`src/rtl/multicycle_control.sv`:
```
// -----------------------------------------------------------------------------
// multicycle_control
//
// Moore-style control FSM for a multicycle MIPS datapath. Steps each
// instruction through fetch / decode / execute / memory / write-back,
// stalls in the memory states on in_mem_ready, latches the opcode in DECODE
// and flags unknown opcodes with a sticky out_illegal bit.
//
// Optional feature macro: MC_ZERO_EXT_EN
//   defined   : andi/ori are decoded (I_EXEC/I_WB, alu_op = 11, zero-extend)
//   undefined : andi/ori are unknown opcodes, out_ext_zero is constant 0
//
// Ports
//   in_clock           system clock, rising edge
//   in_reset           asynchronous, active-high reset
//   in_opcode[5:0]     IR[31:26], valid from the DECODE cycle on
//   in_mem_ready       memory completes the current access this cycle
//   out_pc_write       unconditional PC load
//   out_pc_write_cond  PC load if ALU zero
//   out_i_or_d         memory address select: 0 = PC, 1 = ALUOut
//   out_mem_read       memory read request
//   out_mem_write      memory write request
//   out_ir_write       IR load
//   out_mem_to_reg     register write data: 0 = ALUOut, 1 = MDR
//   out_reg_dst        destination register: 0 = rt, 1 = rd
//   out_reg_write      register file write
//   out_alu_src_a      0 = PC, 1 = A
//   out_alu_src_b[1:0] 00 = B, 01 = 4, 10 = ext(imm), 11 = ext(imm)<<2
//   out_alu_op[1:0]    00 = add, 01 = sub, 10 = funct, 11 = logical by opcode
//   out_pc_source[1:0] 00 = ALU result, 01 = ALUOut, 10 = jump target
//   out_ext_zero       1 = zero-extend immediate, 0 = sign-extend
//   out_illegal        sticky unknown-opcode flag
//   out_state[3:0]     current state code (debug)
// -----------------------------------------------------------------------------
module multicycle_control (
    input  logic       in_clock,
    input  logic       in_reset,
    input  logic [5:0] in_opcode,
    input  logic       in_mem_ready,
    output logic       out_pc_write,
    output logic       out_pc_write_cond,
    output logic       out_i_or_d,
    output logic       out_mem_read,
    output logic       out_mem_write,
    output logic       out_ir_write,
    output logic       out_mem_to_reg,
    output logic       out_reg_dst,
    output logic       out_reg_write,
    output logic       out_alu_src_a,
    output logic [1:0] out_alu_src_b,
    output logic [1:0] out_alu_op,
    output logic [1:0] out_pc_source,
    output logic       out_ext_zero,
    output logic       out_illegal,
    output logic [3:0] out_state
);

    typedef enum logic [3:0] {
        S_FETCH     = 4'd0,
        S_DECODE    = 4'd1,
        S_MEM_ADDR  = 4'd2,
        S_MEM_READ  = 4'd3,
        S_MEM_WB    = 4'd4,
        S_MEM_WRITE = 4'd5,
        S_R_EXEC    = 4'd6,
        S_R_WB      = 4'd7,
        S_BRANCH    = 4'd8,
        S_JUMP      = 4'd9,
        S_I_EXEC    = 4'd10,
        S_I_WB      = 4'd11
    } state_e;

    localparam logic [5:0] OP_R    = 6'b000000;
    localparam logic [5:0] OP_LW   = 6'b100011;
    localparam logic [5:0] OP_SW   = 6'b101011;
    localparam logic [5:0] OP_BEQ  = 6'b000100;
    localparam logic [5:0] OP_J    = 6'b000010;
    localparam logic [5:0] OP_ADDI = 6'b001000;
`ifdef MC_ZERO_EXT_EN
    localparam logic [5:0] OP_ANDI = 6'b001100;
    localparam logic [5:0] OP_ORI  = 6'b001101;
`endif

    state_e     state_q, state_d;
    logic [5:0] opcode_q, opcode_d;
    logic       illegal_q, illegal_d;

    // Raw (pre-reset-gating) control decode
    logic       c_pc_write;
    logic       c_pc_write_cond;
    logic       c_i_or_d;
    logic       c_mem_read;
    logic       c_mem_write;
    logic       c_ir_write;
    logic       c_mem_to_reg;
    logic       c_reg_dst;
    logic       c_reg_write;
    logic       c_alu_src_a;
    logic [1:0] c_alu_src_b;
    logic [1:0] c_alu_op;
    logic [1:0] c_pc_source;
    logic       c_ext_zero;

    // Latched instruction is a zero-extended logical immediate op
    logic       logic_imm_op;

`ifdef MC_ZERO_EXT_EN
    assign logic_imm_op = (opcode_q == OP_ANDI) || (opcode_q == OP_ORI);
`else
    assign logic_imm_op = 1'b0;
`endif

    // ------------------------------------------------------------------
    // State, opcode and illegal-flag registers
    // ------------------------------------------------------------------
    always_ff @(posedge in_clock or posedge in_reset) begin
        if (in_reset) begin
            state_q   <= S_FETCH;
            opcode_q  <= '0;
            illegal_q <= 1'b0;
        end else begin
            state_q   <= state_d;
            opcode_q  <= opcode_d;
            illegal_q <= illegal_d;
        end
    end

    // ------------------------------------------------------------------
    // Next-state logic
    // ------------------------------------------------------------------
    always_comb begin
        state_d   = state_q;
        opcode_d  = opcode_q;
        illegal_d = illegal_q;

        unique case (state_q)
            S_FETCH: begin
                if (in_mem_ready) begin
                    state_d = S_DECODE;
                end
            end

            S_DECODE: begin
                // Dispatch on the live opcode; later states use the latched copy.
                opcode_d = in_opcode;
                case (in_opcode)
                    OP_LW, OP_SW: state_d = S_MEM_ADDR;
                    OP_R:         state_d = S_R_EXEC;
                    OP_BEQ:       state_d = S_BRANCH;
                    OP_J:         state_d = S_JUMP;
                    OP_ADDI:      state_d = S_I_EXEC;
`ifdef MC_ZERO_EXT_EN
                    OP_ANDI,
                    OP_ORI:       state_d = S_I_EXEC;
`endif
                    default: begin
                        state_d   = S_FETCH;
                        illegal_d = 1'b1;
                    end
                endcase
            end

            S_MEM_ADDR: begin
                // Only lw/sw reach this state, so anything but lw is a store.
                state_d = (opcode_q == OP_LW) ? S_MEM_READ : S_MEM_WRITE;
            end

            S_MEM_READ: begin
                if (in_mem_ready) begin
                    state_d = S_MEM_WB;
                end
            end

            S_MEM_WRITE: begin
                if (in_mem_ready) begin
                    state_d = S_FETCH;
                end
            end

            S_MEM_WB:  state_d = S_FETCH;
            S_R_EXEC:  state_d = S_R_WB;
            S_R_WB:    state_d = S_FETCH;
            S_BRANCH:  state_d = S_FETCH;
            S_JUMP:    state_d = S_FETCH;
            S_I_EXEC:  state_d = S_I_WB;
            S_I_WB:    state_d = S_FETCH;

            default:   state_d = S_FETCH;
        endcase
    end

    // ------------------------------------------------------------------
    // Control output decode (Moore, plus in_mem_ready in FETCH)
    // ------------------------------------------------------------------
    always_comb begin
        c_pc_write      = 1'b0;
        c_pc_write_cond = 1'b0;
        c_i_or_d        = 1'b0;
        c_mem_read      = 1'b0;
        c_mem_write     = 1'b0;
        c_ir_write      = 1'b0;
        c_mem_to_reg    = 1'b0;
        c_reg_dst       = 1'b0;
        c_reg_write     = 1'b0;
        c_alu_src_a     = 1'b0;
        c_alu_src_b     = 2'b00;
        c_alu_op        = 2'b00;
        c_pc_source     = 2'b00;
        c_ext_zero      = 1'b0;

        unique case (state_q)
            S_FETCH: begin
                c_mem_read  = 1'b1;
                c_alu_src_b = 2'b01;
                // PC and IR load only on the cycle the fetch completes
                c_pc_write  = in_mem_ready;
                c_ir_write  = in_mem_ready;
            end

            S_DECODE: begin
                c_alu_src_b = 2'b11;
            end

            S_MEM_ADDR: begin
                c_alu_src_a = 1'b1;
                c_alu_src_b = 2'b10;
            end

            S_MEM_READ: begin
                c_mem_read = 1'b1;
                c_i_or_d   = 1'b1;
            end

            S_MEM_WB: begin
                c_reg_write  = 1'b1;
                c_mem_to_reg = 1'b1;
            end

            S_MEM_WRITE: begin
                c_mem_write = 1'b1;
                c_i_or_d    = 1'b1;
            end

            S_R_EXEC: begin
                c_alu_src_a = 1'b1;
                c_alu_op    = 2'b10;
            end

            S_R_WB: begin
                c_reg_write = 1'b1;
                c_reg_dst   = 1'b1;
            end

            S_BRANCH: begin
                c_alu_src_a     = 1'b1;
                c_alu_op        = 2'b01;
                c_pc_write_cond = 1'b1;
                c_pc_source     = 2'b01;
            end

            S_JUMP: begin
                c_pc_write  = 1'b1;
                c_pc_source = 2'b10;
            end

            S_I_EXEC: begin
                c_alu_src_a = 1'b1;
                c_alu_src_b = 2'b10;
                c_alu_op    = logic_imm_op ? 2'b11 : 2'b00;
                c_ext_zero  = logic_imm_op;
            end

            S_I_WB: begin
                c_reg_write = 1'b1;
                c_ext_zero  = logic_imm_op;
            end

            default: begin
            end
        endcase
    end

    // ------------------------------------------------------------------
    // Outputs: reset forces every control low even though the state
    // register already sits in FETCH (whose decode is not all-zero).
    // ------------------------------------------------------------------
    always_comb begin
        out_pc_write      = c_pc_write      & ~in_reset;
        out_pc_write_cond = c_pc_write_cond & ~in_reset;
        out_i_or_d        = c_i_or_d        & ~in_reset;
        out_mem_read      = c_mem_read      & ~in_reset;
        out_mem_write     = c_mem_write     & ~in_reset;
        out_ir_write      = c_ir_write      & ~in_reset;
        out_mem_to_reg    = c_mem_to_reg    & ~in_reset;
        out_reg_dst       = c_reg_dst       & ~in_reset;
        out_reg_write     = c_reg_write     & ~in_reset;
        out_alu_src_a     = c_alu_src_a     & ~in_reset;
        out_alu_src_b     = in_reset ? 2'b00 : c_alu_src_b;
        out_alu_op        = in_reset ? 2'b00 : c_alu_op;
        out_pc_source     = in_reset ? 2'b00 : c_pc_source;
        out_ext_zero      = c_ext_zero      & ~in_reset;
    end

    assign out_illegal = illegal_q;
    assign out_state   = state_q;

endmodule

```
`config.mk`:
```
export PLATFORM = sky130hd
export DESIGN_NAME = multicycle_control
export DESIGN_NICKNAME = d
export VERILOG_FILES = /design/src/rtl/multicycle_control.sv
export SDC_FILE = /design/constraint.sdc
export NUM_CORES = 1
export LEC_CHECK = 0
export CAP_MARGIN = 0
export CORE_MARGIN = 2
export CORE_UTILIZATION = 43
export DETAILED_ROUTE_END_ITERATION = 10
export PLACE_DENSITY = 0.78
export SYNTH_ARGS = -nofsm -noshare
export SYNTH_HDL_FRONTEND = slang
export SYNTH_SLANG_ARGS = --single-unit
```
`constraint.sdc`:
```
create_clock -name in_clock -period 2 [get_ports in_clock]
set_input_delay 0.4 -clock in_clock [delete_from_list [all_inputs] [get_ports in_clock]]
set_output_delay 0.4 -clock in_clock [all_outputs]
set_load 0.005 [all_outputs]
```
Yosys cells after proc, flatten, opt, wreduce, memory -nomap -nowiden

Index checks and enable logic that the tools add are counted.
Widths: inputs -> output; s select.

Bitwise operators: 12
Muxes and demuxes: 22
Reductions and logical operators: 11
Equality and inequality tests: 20

Operator list:

| kind               | count |
|---|---|
| $pmux 4 s7         | 1 |
| $pmux 4 s5         | 1 |
| $eq 6x6->1 const B | 3 |
| $eq 4x3->1 const B | 4 |
| $eq 4x4->1 const B | 4 |
| $mux 4             | 3 |
| $and 1x1->1        | 10 |
| $mux 1             | 9 |
| $eq 4x2->1 const B | 2 |
| $pmux 2 s2         | 2 |
| $reduce_or 2->1    | 4 |
| $eq 6x2->1 const B | 1 |
| $eq 6x3->1 const B | 1 |
| $eq 6x4->1 const B | 1 |
| $logic_not 6->1    | 1 |
| $mux 2             | 3 |
| $ne 2x2->1 const B | 3 |
| $pmux 2 s3         | 1 |
| $reduce_or 6->1    | 1 |
| $eq 4x1->1 const B | 1 |
| $logic_not 4->1    | 1 |
| $reduce_or 4->1    | 1 |
| $mux 3             | 1 |
| $reduce_and 3->1   | 1 |
| 4 further kinds    | 5 |

Input port bits: 9
Output and inout port bits: 22
Flip-flop bits (word level): 11
Word-level logic and storage cells: 68

Depth between registers and ports, before layout

Gate-level depths: netlist of the first run.

Depth in word-level cells: 4
Gate-level depth with buffers: 5
Mapped depth without buffers: 3

Least setup slack after synthesis of the first run

No wires, ideal clock.

Path type: register to output
Start: register state_q[1], in the netlist out_state[1]
End: output out_pc_source[0]
Required time: 1.600 ns
Setup slack: 0.387 ns
Stages on the path, launching flop included: 5
Arrival time: 1.213 ns
Buffers on the path: 2
Cell sequence: dfrtp_1 buf_4 nor3_1 nor2b_1 buf_4

Cells in the longest elaborated chain, start to end: 3
Elaborated cells between the ends (all ways): 4
Classes of those cells: eq/ne: 2; mux: 2

Ends and longest elaborated chain:

| item                   | line | source |
|---|---|---|
| start, declared        | 84   | `state_e state_q, state_d;` |
| start signal, assigned | 122  | `state_q <= state_d;` |
| $eq 4x4->1             | 211  | `unique case (state_q)` |
| $pmux 2 s2 *           | 211  |  |
| $mux 2 *               | 300  | `out_pc_source = in_reset ? 2'b00 : c_pc_source;` |
| end, declared          | 52   | `output logic [1:0] out_pc_source,` |

Mark *: on every way between the ends. The rest lies on a longest branch, timed or not.

Worst setup path after layout of the first run

Start: register state_q[1], in the netlist out_state[1]
End: output out_alu_src_b[1]

Cells in the longest elaborated chain, start to end: 4
Elaborated cells between the ends (all ways): 7
Classes of those cells: eq/ne: 3; mux: 2; reduce/logical: 2

Ends and longest elaborated chain:

| item                                     | line | source |
|---|---|---|
| $eq 4x4->1 or $eq 4x2->1 (tied branches) | 211  |  |
| $reduce_or 2->1 (no source line)         | -    |  |
| $pmux 2 s3 *                             | 211  |  |
| $mux 2 *                                 | 298  | `out_alu_src_b = in_reset ? 2'b00 : c_alu_src_b;` |
| end, declared                            | 50   | `output logic [1:0] out_alu_src_b,` |

Marks and branches as above.

==> results of run 1 <==
[layer usage]
metal	routed length, µm	track usage (%)
met5	0	0
met1	1170	23.7
met4	12	6.67
met2	1600	39.8
met3	102	2.47
[cells in the mapped netlist, types with 3 or more instances]
cell type and instances:
and3_1 3, buf_4 4, dfrtp_1 11, inv_1 4, mux2_2 5, nand2b_1 5
nand3_1 3, nor2_1 8, nor2b_1 3, nor3_1 5, o211ai_1 3, o21ai_0 4
[kinds of logic (layout without fill, tap and decap cells)]
group                  after synthesis  count (layout)  synth area share (%)
buffers and inverters               12              68                  8.30
AO/OA/AOI/OAI                       18              18                  16.0
AND/OR/NAND/NOR                     45              45                  33.9
flip-flops                          11              11                  32.6
XOR/XNOR                             2               2                  2.07
other                                1               1                 0.444
multiplexers                         5               5                  6.67
[final cells by class]
class	count	area (µm²)	area share, %
Inverter	4	17.5	1.20
Timing Repair Buffer	60	551	37.8
Tap cell	27	33.8	2.32
Sequential cell	11	277	19.0
Multi-Input combinational cell	71	551	37.8
Clock buffer	4	26.3	1.81
[critical path, delay by kind of cell (launching register included)]
kind / cells / cell delay [ns]
flip-flops: 1 / 0.42
AO/OA/AOI/OAI: 1 / 0.31
buffers and inverters: 3 / 0.54
AND/OR/NAND/NOR: 1 / 0.08
[sequential cells by signal (all words and copies together) (netlist names)]
signal and count:
opcode_q 6, out_state 4, out_illegal 1
[what timing repair did]
item	in CTS	in global routing
hold buffers	0	0
gates resized for setup	14	27
setup buffers	5	8
setup endpoints to repair	16	10
cloned	0	0
pin swaps	1	3
[through the flow]
step / hold slack, ns / util (%) / total power, mW / std cells
2_1_floorplan: 0.447 / - / 0.440 / 94
6_report: 0.425 / 76.5 / 0.765 / 177
4_1_cts: 0.409 / 69.3 / 0.726 / 169
3_5_place_dp: 0.463 / 65.7 / 0.566 / 160
5_1_grt: 0.431 / 76.5 / 0.813 / 177
3_3_place_gp: 0.460 / 65.7 / 0.555 / 160
[worst paths after layout]
check                             startpoint               end  cells after the start
worst max-delay path            out_state[1]  out_alu_src_b[1]                      5
worst min-delay path                in_reset      out_state[0]                      4
worst max register to register  out_state[3]       opcode_q[3]                      5
worst min register to register   out_illegal       out_illegal                      1
max in group asynchronous           in_reset       opcode_q[5]                      4
min in group in_clock            out_illegal       out_illegal                      1
[power groups by stage]
stage	Sequential [mW]	Combinational, mW	Clock [mW]
CTS	0.293	0.280	0.152
global route	0.302	0.342	0.169
detailed placement	0.298	0.268	0
finish	0.297	0.320	0.148
global placement	0.296	0.259	0
floorplan	0.291	0.150	0
==> impl_metrics.csv, run 1 <==
group,metric,value,unit
sta,period_needed,2.00,ns
worst_setup_path,cp_max_fo,5,
die,row_count,16,
worst_setup_path,cp.arrival,1.60,ns
global_route,grt_max_degree,20,
logic_synthesis,ys_seq_elements,11,
worst_setup_path,worstPathCellList,"buf_6, buf_4, nand2b_4, a211oi_1, dlygate4sd2_1",
worst_setup_path,critPathLaunchType,"register",
logic_synthesis,syn_area_per_cell,8.98,µm²
pwr,power_density,526,nW/µm²
clocking,htree_levels,1,
pwr,p_comb_share,41.8,%
clocking,cts_tree,"done",
die,core,1900,µm²
placement,place_worst_setup_slack,-0.273,ns
clocking,clk_latency,0.26,ns
logic_synthesis,yosysSeqAreaShare,32.6,%
run,maxCapViolations,0,
logic_synthesis,synth-edff-count,0,
clocking,cts-root-buf,"clkbuf_4",
placement,routabilityCongestion,0.884,
sta,fin_skew,0.00275,ns
logic_synthesis,synthDistinctLibCells,38,
logic_synthesis,netlist.area_leader.share,32.6,%
detailed_routing,first_pass_iters,4,
cells_and_area,drive_gt1_share,38.0,%
global_route,overflow,0,
worst_setup_path,required,1.60,ns
logic_synthesis,syn_area,845,µm²
worst_setup_path,setup.worst_path.class,"reg2out",
pwr,p_seq_share,38.8,%
worst_setup_path,endpoint_kind,"primary output",
clocking,clock_sinks,11,
global_route,grt_use_total,20.7,%
global_route,antenna_found_initial,0,
global_route,grt_pass1_vias,897,
sta,finalMaxSlewViolations,0,
sta,max_freq,499,MHz
pwr,swShare,30.6,%
cells_and_area,syn2layout_area_growth,72.3,%
pwr,p_int,0.531,mW
die,dieWidth,48.3,µm
logic_synthesis,synthCells,94,
detailed_routing,via_count,959,
sta,fin_crit_sh,100,%
sta,fin_setup_tns,-0.00261,ns
logic_synthesis,synth_flop_cell,"dfrtp_1",
logic_synthesis,synth_area_leaders,"dfrtp_1 33%, mux2_2 6.7%, nand2b_1 3.7%",
sta,setup_violations,1,
run_status,violations,"setup timing",
cells_and_area,nFillCells,134,
detailed_routing,ant_nets,0,
cells_and_area,final_area,1460,µm²
placement,hpwl,1.84,mm
clocking,cts_buffer_depth,2,
logic_synthesis,synth_top_cell_by_area,"dfrtp_1",
logic_synthesis,syn-num-nets,103,
cells_and_area,nNetsFinal,160,
pwr,p_leak,0.771,nW
detailed_routing,post_drt_wl_per_cell,16.3,µm
worst_setup_path,crit_slowest_cell,"dfrtp_1",
clocking,cts_buffers,3,
die,die_y,48.3,µm
cells_and_area,mostFrequentLayoutCells,"28 x buf_4, 11 x clkdlybuf4s50_1, 10 x dfrtp_1",
global_route,grt_pass1_wl,3.89,mm
die,start_util,44.4,%
run_status,status,"finished, violations left",
logic_synthesis,yosysWarnings,0,
sta,layout_setup_ws,-0.00261,ns
detailed_routing,viasPerCell,5.42,
clocking,clk_pin_slew,0.07,ns
cells_and_area,num_antenna_cells,0,
detailed_routing,drt-total-wl,2.88,mm
die,io_pins,31,
worst_setup_path,r2r_setup_slack,0.35,ns
pwr,p_sw,0.235,mW
detailed_routing,drt-initial-drc-count,19,
worst_setup_path,max_stage_delay,0.42,ns
die,dieArea,2330,µm²
pwr,clockPowerShare,19.4,%
sta,hold_viol,0,
placement,port_buffers,29,
cells_and_area,mostFrequentLayoutCell,"buf_4",
detailed_routing,route.detailed.drc,0,
pwr,ir_drop,477,µV
placement,post_dp_cell_area,1250,µm²
logic_synthesis,synth-async-reset-ratio,100,%
min_path,min_path_type,"in2async",
No activity file was read; power rests on OpenSTA's default activity.
==> run 2, diff against run 1 <==
Settings changed: CORE_MARGIN 2 to default.
==> run 2 against run 1 <==
The flow still finishes with violations (setup timing). Final cell count shrank 4.5%. Maximum frequency is 1.9% lower. Total power shrank 0.50%. Hold slack better by 0.054 ns. Global-route usage increased by 7.7 points. Core utilization is 2.2 points higher. Combinational power decreased by 3%. Register-to-register slack worse by 0.06 ns. Sequential cell count is the same. Clock power rose by 4%. Setup slack got worse by 0.039 ns. First-iteration DRC count grew 53%. Largest cell class unchanged.
==> impl_metrics.csv, run 2 (synthesized netlist as in run 1, its figures left out) <==
group,metric,value,unit
global_route,overflow,0,
clocking,htree_levels,1,
cells_and_area,regMostFlops,"opcode_q",
run_status,violations,"setup timing",
die,io_pins,31,
detailed_routing,via_count,983,
global_route,grt_max_degree,15,
sta,layout_setup_ws,-0.0415,ns
die,dieArea,2150,µm²
pwr,swShare,31.9,%
worst_setup_path,r2r_setup_slack,0.29,ns
sta,hold_slack,0.480,ns
sta,fin_crit_sh,102,%
sta,fin_skew,0.00296,ns
sta,period_needed,2.04,ns
pwr,p_sw,0.243,mW
cells_and_area,nNetsFinal,154,
worst_setup_path,r2r_end,"opcode_q[5]",
worst_setup_path,cp_max_fo,4,
clocking,clock_sinks,11,
pwr,p_leak,0.679,nW
placement,port_buffers,29,
die,core,1780,µm²
cells_and_area,final_area,1400,µm²
placement,place_worst_setup_slack,-0.270,ns
worst_setup_path,endpoint_kind,"primary output",
die,row_count,15,
global_route,antenna_found_initial,0,
worst_setup_path,cp.arrival,1.64,ns
detailed_routing,ant_nets,0,
clocking,cts_tree,"done",
pwr,p_comb_share,41.0,%
cells_and_area,mostFrequentLayoutCell,"buf_4",
cells_and_area,largest_reg_flops,6,
pwr,p_int,0.519,mW
pwr,ir_drop,466,µV
cells_and_area,syn2layout_area_growth,66.2,%
pwr,power_density,542,nW/µm²
clocking,cts-root-buf,"clkbuf_4",
die,dieWidth,46.3,µm
clocking,clk_pin_slew,0.07,ns
sta,max_freq,490,MHz
sta,hold_viol,0,
min_path,min_from,"out_illegal",
sta,fin_setup_tns,-0.0415,ns
worst_setup_path,r2r-start,"out_state[1]",
cells_and_area,drive_gt1_share,40.3,%
worst_setup_path,critPathLaunchType,"register",
detailed_routing,route.detailed.drc,0,
detailed_routing,drt-initial-drc-count,29,
run,maxCapViolations,0,
sta,finalMaxSlewViolations,0,
worst_setup_path,setup.worst_path.class,"reg2out",
pwr,clockPowerShare,20.3,%
global_route,grt_use_total,28.4,%
min_path,hold_path_end,"out_illegal",
detailed_routing,first_pass_iters,4,
detailed_routing,drt-total-wl,2.81,mm
placement,routabilityCongestion,0.759,
die,die_y,46.3,µm
detailed_routing,viasPerCell,5.82,
global_route,grt_pass1_vias,933,
clocking,cts_buffer_depth,2,
worst_setup_path,reg2reg_depth,6,
global_route,grt_pass1_wl,4.31,mm
detailed_routing,post_drt_wl_per_cell,16.6,µm
cells_and_area,mostFrequentLayoutCells,"22 x buf_4, 11 x clkdlybuf4s50_1, 11 x dlygate4sd2_1",
clocking,cts_buffers,3,
worst_setup_path,required,1.60,ns
clocking,clk_latency,0.27,ns
pwr,p_seq_share,38.8,%
sta,setup_violations,1,
cells_and_area,num_antenna_cells,0,
run_status,status,"finished, violations left",
min_path,min_path_cells,1,
placement,hpwl,1.67,mm
min_path,min_path_type,"reg2reg",
die,start_util,47.4,%
placement,post_dp_cell_area,1230,µm²
-- run 2: layer usage --
metal	track usage [%]	vias up	wire length, µm
met4	11.8	0	112
met1	34.5	458	1140
met2	50.3	58	1390
met5	0	-	0
met3	2.75	12	169
li1	-	455	-
-- run 2: cell type report --
class | instances | area [µm²]
fill | 115 | 379
timing repair buffer | 54 | 472
multi-input combinational | 71 | 579
clock inverter | 1 | 5.00
sequential | 11 | 279
clock buffer | 3 | 22.5
inverter | 4 | 15.0
tap | 25 | 31.3
-- run 2: worst max-delay path, stage by stage (launching register included) --
cell and delay [ns]:
dfrtp_2 0.43, buf_4 0.14, nand2b_4 0.14, buf_4 0.12, nand4_1 0.16, a21oi_2 0.23
buf_2 0.14
-- run 2: stage by stage --
stage               power [mW]  std cells  util, %
floorplan                0.440         94        -
global placement         0.552        156     69.1
detailed placement       0.559        156     69.1
CTS                      0.746        167     77.3
global route             0.806        169     78.7
finish                   0.761        169     78.7
-- run 2: timing repair --
item,in CTS,in global routing
hold buffers,0,0
hold endpoints to repair,0,0
setup endpoints to repair,16,8
pin swaps,0,3
resized for setup,38,13
setup buffers,7,3
-- run 2: power groups by stage --
stage	Sequential (mW)	Clock (mW)	Combinational [mW]
floorplan	0.291	0	0.150
global placement	0.295	0	0.258
detailed placement	0.296	0	0.263
CTS	0.295	0.159	0.293
global route	0.301	0.169	0.337
finish	0.295	0.154	0.312
-- run 2: worst max path at each step --
stage          cells past startpoint  slack (ns)    startpoint                to
2_1_floorplan                      4        0.39  out_state[1]  out_pc_source[0]
3_5_place_dp                       5       -0.27      in_reset      out_pc_write
5_1_grt                            6       -0.09  out_state[1]     out_reg_write
6_report                           6       -0.04  out_state[1]     out_reg_write
3_3_place_gp                       5       -0.24      in_reset      out_pc_write
4_1_cts                            5       -0.04  out_state[1]  out_alu_src_b[1]
